## config.mk

```make
export PLATFORM = sky130hd
export DESIGN_NAME = muldiv_seq_ctrl
export DESIGN_NICKNAME = d
export VERILOG_FILES = /design/src/rtl/muldiv_seq_ctrl.sv
export SDC_FILE = /design/constraint.sdc
export NUM_CORES = 1
export LEC_CHECK = 0
export ABC_AREA = 1
export CAP_MARGIN = 10
export CORE_MARGIN = 4
export CORE_UTILIZATION = 25
export DETAILED_ROUTE_END_ITERATION = 8
export PLACE_DENSITY = 0.5
export SYNTH_ARGS = -nofsm -noshare
export SYNTH_HDL_FRONTEND = slang
export SYNTH_SLANG_ARGS = --single-unit
export TNS_END_PERCENT = 100
```

## constraint.sdc

```tcl
create_clock -name clk -period 2.7 [get_ports clk]
set_input_delay 0.54 -clock clk [delete_from_list [all_inputs] [get_ports clk]]
set_output_delay 0.54 -clock clk [all_outputs]
set_load 0.03 [all_outputs]
```

## src/rtl/muldiv_seq_ctrl.sv

```systemverilog
// muldiv_seq_ctrl: sequencer for the shared iterative RV32M multiply/divide unit
module muldiv_seq_ctrl #(
  parameter int XLEN  = 32,
  parameter int CNT_W = $clog2(XLEN)
) (
  input  logic            clk,
  input  logic            rst_n,
  input  logic            in_valid,
  input  logic [2:0]      funct3,
  input  logic [XLEN-1:0] rs1_data,
  input  logic [XLEN-1:0] rs2_data,
  input  logic            flush,
  output logic            stall,
  output logic            out_valid,
  output logic [XLEN-1:0] result
);
  typedef enum logic [1:0] {IDLE, BUSY, DONE} state_t;
  state_t              state_q, state_d;
  logic [CNT_W-1:0]    cnt_q, cnt_d;
  logic [2:0]          op_q, op_d;
  logic [XLEN-1:0]     b_q, b_d;
  logic [2*XLEN-1:0]   acc_q, acc_d;
  logic                neg_q, neg_d;
  logic                rneg_q, rneg_d;
  logic                spec_q, spec_d;
  logic                is_div, s1, s2, neg1, neg2, div0, ovf;
  logic [XLEN-1:0]     mag1, mag2, spec_val;
  logic [XLEN:0]       mul_sum, div_sh, div_diff;
  logic [2*XLEN-1:0]   mul_nxt, div_nxt, prod;
  logic [XLEN-1:0]     quo, rem, res;
  // operand decode: signedness, magnitudes and the single-cycle special cases
  always_comb begin
    is_div   = funct3[2];
    s1       = is_div ? ~funct3[0] : (funct3[1:0] != 2'b11);
    s2       = is_div ? ~funct3[0] : ~funct3[1];
    neg1     = s1 & rs1_data[XLEN-1];
    neg2     = s2 & rs2_data[XLEN-1];
    mag1     = neg1 ? -rs1_data : rs1_data;
    mag2     = neg2 ? -rs2_data : rs2_data;
    div0     = is_div & (rs2_data == '0);
    ovf      = is_div & ~funct3[0] & (rs1_data == {1'b1, {(XLEN-1){1'b0}}}) & (rs2_data == '1);
    spec_val = div0 ? (funct3[1] ? rs1_data : '1) : (funct3[1] ? '0 : {1'b1, {(XLEN-1){1'b0}}});
  end
  // one radix-2 step: shift-add multiply and restoring divide on {hi, lo}
  always_comb begin
    mul_sum  = {1'b0, acc_q[2*XLEN-1:XLEN]} + {1'b0, b_q};
    mul_nxt  = acc_q[0] ? {mul_sum, acc_q[XLEN-1:1]} : {1'b0, acc_q[2*XLEN-1:1]};
    div_sh   = {acc_q[2*XLEN-1:XLEN], acc_q[XLEN-1]};
    div_diff = div_sh - {1'b0, b_q};
    div_nxt  = {div_diff[XLEN] ? div_sh[XLEN-1:0] : div_diff[XLEN-1:0], acc_q[XLEN-2:0], ~div_diff[XLEN]};
  end
  // final sign fix and result selection, only visible in DONE
  always_comb begin
    prod      = neg_q ? -acc_q : acc_q;
    quo       = neg_q ? -acc_q[XLEN-1:0] : acc_q[XLEN-1:0];
    rem       = rneg_q ? -acc_q[2*XLEN-1:XLEN] : acc_q[2*XLEN-1:XLEN];
    res       = spec_q ? acc_q[XLEN-1:0] :
                op_q[2] ? (op_q[1] ? rem : quo) :
                (op_q[1:0] == 2'b00) ? prod[XLEN-1:0] : prod[2*XLEN-1:XLEN];
    out_valid = (state_q == DONE);
    result    = out_valid ? res : '0;
    stall     = in_valid & ~out_valid & ~flush;
  end
  // next-state logic: accept in IDLE, iterate in BUSY, flush wins everywhere
  always_comb begin
    state_d = state_q;
    cnt_d   = cnt_q;
    op_d    = op_q;
    b_d     = b_q;
    acc_d   = acc_q;
    neg_d   = neg_q;
    rneg_d  = rneg_q;
    spec_d  = spec_q;
    case (state_q)
      IDLE: if (in_valid) begin
        op_d    = funct3;
        neg_d   = neg1 ^ neg2;
        rneg_d  = neg1;
        spec_d  = div0 | ovf;
        cnt_d   = '0;
        b_d     = mag2;
        acc_d   = (div0 | ovf) ? {{XLEN{1'b0}}, spec_val} : {{XLEN{1'b0}}, mag1};
        state_d = (div0 | ovf) ? DONE : BUSY;
      end
      BUSY: begin
        acc_d   = op_q[2] ? div_nxt : mul_nxt;
        cnt_d   = cnt_q + 1'b1;
        state_d = (cnt_q == CNT_W'(XLEN-1)) ? DONE : BUSY;
      end
      default: state_d = IDLE;
    endcase
    if (flush) begin
      state_d = IDLE;
      cnt_d   = '0;
    end
  end
  // state and datapath registers
  always_ff @(posedge clk or negedge rst_n) begin
    if (!rst_n) begin
      state_q <= IDLE;
      cnt_q   <= '0;
      op_q    <= '0;
      b_q     <= '0;
      acc_q   <= '0;
      neg_q   <= 1'b0;
      rneg_q  <= 1'b0;
      spec_q  <= 1'b0;
    end else begin
      state_q <= state_d;
      cnt_q   <= cnt_d;
      op_q    <= op_d;
      b_q     <= b_d;
      acc_q   <= acc_d;
      neg_q   <= neg_d;
      rneg_q  <= rneg_d;
      spec_q  <= spec_d;
    end
  end
endmodule

```

==> reports/results.ini <==
[outcome]
status=complete, but fails checks
violations=negative setup slack

[routing]
antenna_left=0
drt-initial-drc-count=2016
first_pass_iters=5
drc_errors=0
wl_per_cell_um=18.48
wl_mm=83.04
num_vias=22226
via_per_inst=4.947

[pwr]
switching_power_mw=9.914
p_int_mw=8.525
leakage_nw=12.16
pwr-share-clk_pct=8.4
pwr-share-seq_pct=14.2
powerDensity_mw_per_mm2=736.5
netSwitchingFraction_pct=53.77
ir_worst_vdd_mv=0.6259
p_comb_share_pct=77.4

[critical_path]
crit_path_end_kind=output pin
ff2ff_path_depth=17
cp_common_cell=buf_6
endpoint=result[6]
r2r_end=acc_q[59]
cp.depth=16
crit_chain=buf_6 > nor2_4 > nand2_4 > nor2_4 > nand2_4 > o21ai_2 > buf_6 > buf_6 > nand2_2 > nand2_1 > nand3_1 > o211ai_1 > nand2_1 > a21oi_2 > buf_6 > buf_12
critical_path_required_ps=2160
crit_fanout=5
rr_startpoint=acc_q[45]
startpoint_type=register
crit_arrival_ps=2590
worst-path-buf-inv=5
crit_family=simple AND/OR/NAND/NOR gates
worstSetupStartpoint=acc_q[9]
slowest_stage=dfrtp_1
cp_slowest_stage_delay_ps=420
worstSetupPathType=reg -> out
r2r_setup_slack_ps=80

[yosys]
synth_largest_area_cell=nand2_1
synthArstFlopShare_pct=100.0
syn_inst=3102
synth_area_mm2=0.01683
synth_cell_types=48
synth_edf_count=0
synth_fp_nets=3246
ys_seq_area_share_pct=16.20
avgSynthCellArea_um2=5.427
netlist.area_leader.share_pct=22.97
synth-seq-cells=109
ys.flop_type=dfrtp_1
ys_top_cells_by_area=nand2_1 23%, dfrtp_1 16%, nand3_1 8.6%, inv_1 8.1%, o21ai_0 7.1%
yosysWarnings=0

[finish]
area_delta_synth_final_pct=48.72
final_cell_mix=934 x nand2_1, 457 x buf_4, 345 x inv_1
final_nets=3768
antenna_cells=0
final_common_cell=nand2_1
drive_above_1_share_pct=27.39

[clock_tree]
clk_pin_slew_worst_paths_ps=80
clock-root-buffer=clkbuf_16
holdBufCountCts=0
htreeDepth=3
cts_buffers=9
cts_tree=yes
cts_sinks=109
clock_latency_ps=390
cts_buffer_depth=2

[die]
die_h_um=267.5
die_area_mm2=0.07155
rows=94
coreArea_mm2=0.06622
start_util_pct=25.42
io_pins=105
fp.dieW_um=267.5

[sta]
worst_slack_ps=-430.9
drv_slew=0
tightest_slew_ps=658.5
final.min_clock_period_ps=3131
hold-worst-slack_ps=85.02
slew_headroom_pct=56.10
setup_tns_ps=-9680
final-setup-viol-count=32
fin_crit_sh_pct=116.0
max_freq_ghz=0.3194
grt_setup_unrepaired=yes
hold_viol=0
skew_ps=14.47

[min_path]
hold_class=in -> async

[flow_run]
max_cap_viol_count=0

[global_route]
grt_antenna_before_repair=0
grt_max_degree=65
grtUsageTotal_pct=22.59
grt_pass1_wl_mm=125.7
first_global_vias=21040
grt_overflow=0

[placed_design]
place_congestion=0.9766
hpwl_mm=67.29
numPortBuffers=104

==> worst min path at each step <==
| stage | start | endpoint | depth (start not counted) | slack (ps) |
|---|---|---|---|---|
| floorplan | rst_n | acc_q[0] | 0 | 240 |
| global placement | rst_n | acc_q[13] | 1 | 520 |
| detailed placement | rst_n | acc_q[13] | 1 | 510 |
| CTS | rst_n | acc_q[13] | 1 | 80 |
| global route | rst_n | acc_q[13] | 1 | 110 |
| finish | rst_n | acc_q[13] | 1 | 90 |
==> state kept, by name, indices dropped and copies added, names as in the netlist <==
name / flops
acc_q: 64
b_q: 32
cnt_q: 5
neg_q: 1
op_q: 3
rneg_q: 1
spec_q: 1
state_q: 2
==> kinds of logic after synthesis <==
kind of cell	after synthesis	synth area share (%)
buf+inv	490	11.31
xor+xnor	95	4.943
compound gates	559	17.87
simple gates	1776	44.17
fa+ha+maj	73	5.515
flops	109	16.20
==> metal layers <==
layer | vias to the layer above | GRT usage [%] | wire length, um
li1 | 11073 | - | -
met1 | 10318 | 32.22 | 38610
met2 | 715 | 36.35 | 37160
met3 | 120 | 1.828 | 4533
met4 | 0 | 6.945 | 2734
met5 | - | 0 | 0
==> synth_stat cells, types with 14 or more instances <==
library cell / n
nand3_1: 289
clkbuf_1: 79
ha_1: 71
buf_1: 14
nand4_1: 50
o211ai_1: 14
dfrtp_1: 109
o21ai_0: 238
buf_2: 15
nor2_1: 309
xor2_1: 83
a21boi_0: 17
a21oi_1: 233
nor3_1: 31
or2_2: 21
inv_1: 364
nand3b_1: 15
nand2_1: 1030
==> final cells by class <==
type                    instances  area (um^2)
clock buffers                   9        225.2
clock inverters                 7        95.09
fillers                      7311        41180
inverters                     376         1433
multi-input cells            2503        13840
flip-flops and latches        109         2770
well taps                     864         1081
repair buffers                625         5595
==> metrics by stage <==
| stage | total power [mW] | std cells | utilization [%] | cell area [um^2] | setup slack, ps |
|---|---|---|---|---|---|
| after global placement | 14.95 | 4416 | 33.93 | 22470 | -387.6 |
| after floorplan | 9.400 | 3102 | - | 16980 | 3.961 |
| after global routing | 19.83 | 4493 | 37.81 | 25040 | -516.8 |
| after CTS | 17.39 | 4477 | 36.47 | 24150 | -385.9 |
| after detailed placement | 14.92 | 4416 | 33.93 | 22470 | -374.5 |
| final | 18.44 | 4493 | 37.81 | 25040 | -430.9 |
==> power by group through the flow <==
stage / combinational (mW) / clock (mW) / sequential (mW)
2_1_floorplan: 7.00 / 0 / 2.40
3_3_place_gp: 12.4 / 0 / 2.57
3_5_place_dp: 12.3 / 0 / 2.58
4_1_cts: 13.2 / 1.57 / 2.58
5_1_grt: 15.5 / 1.63 / 2.66
6_report: 14.3 / 1.54 / 2.63
==> repair_timing <==
action                                  in CTS  in global routing
resized for setup                          314                202
endpoints found under the hold margin        0                  0
gates cloned                                 1                  1
pin swaps                                  112                101
endpoints found under the setup margin      32                 74
buffers inserted                            47                 20
(Power assumes the default switching activity.)
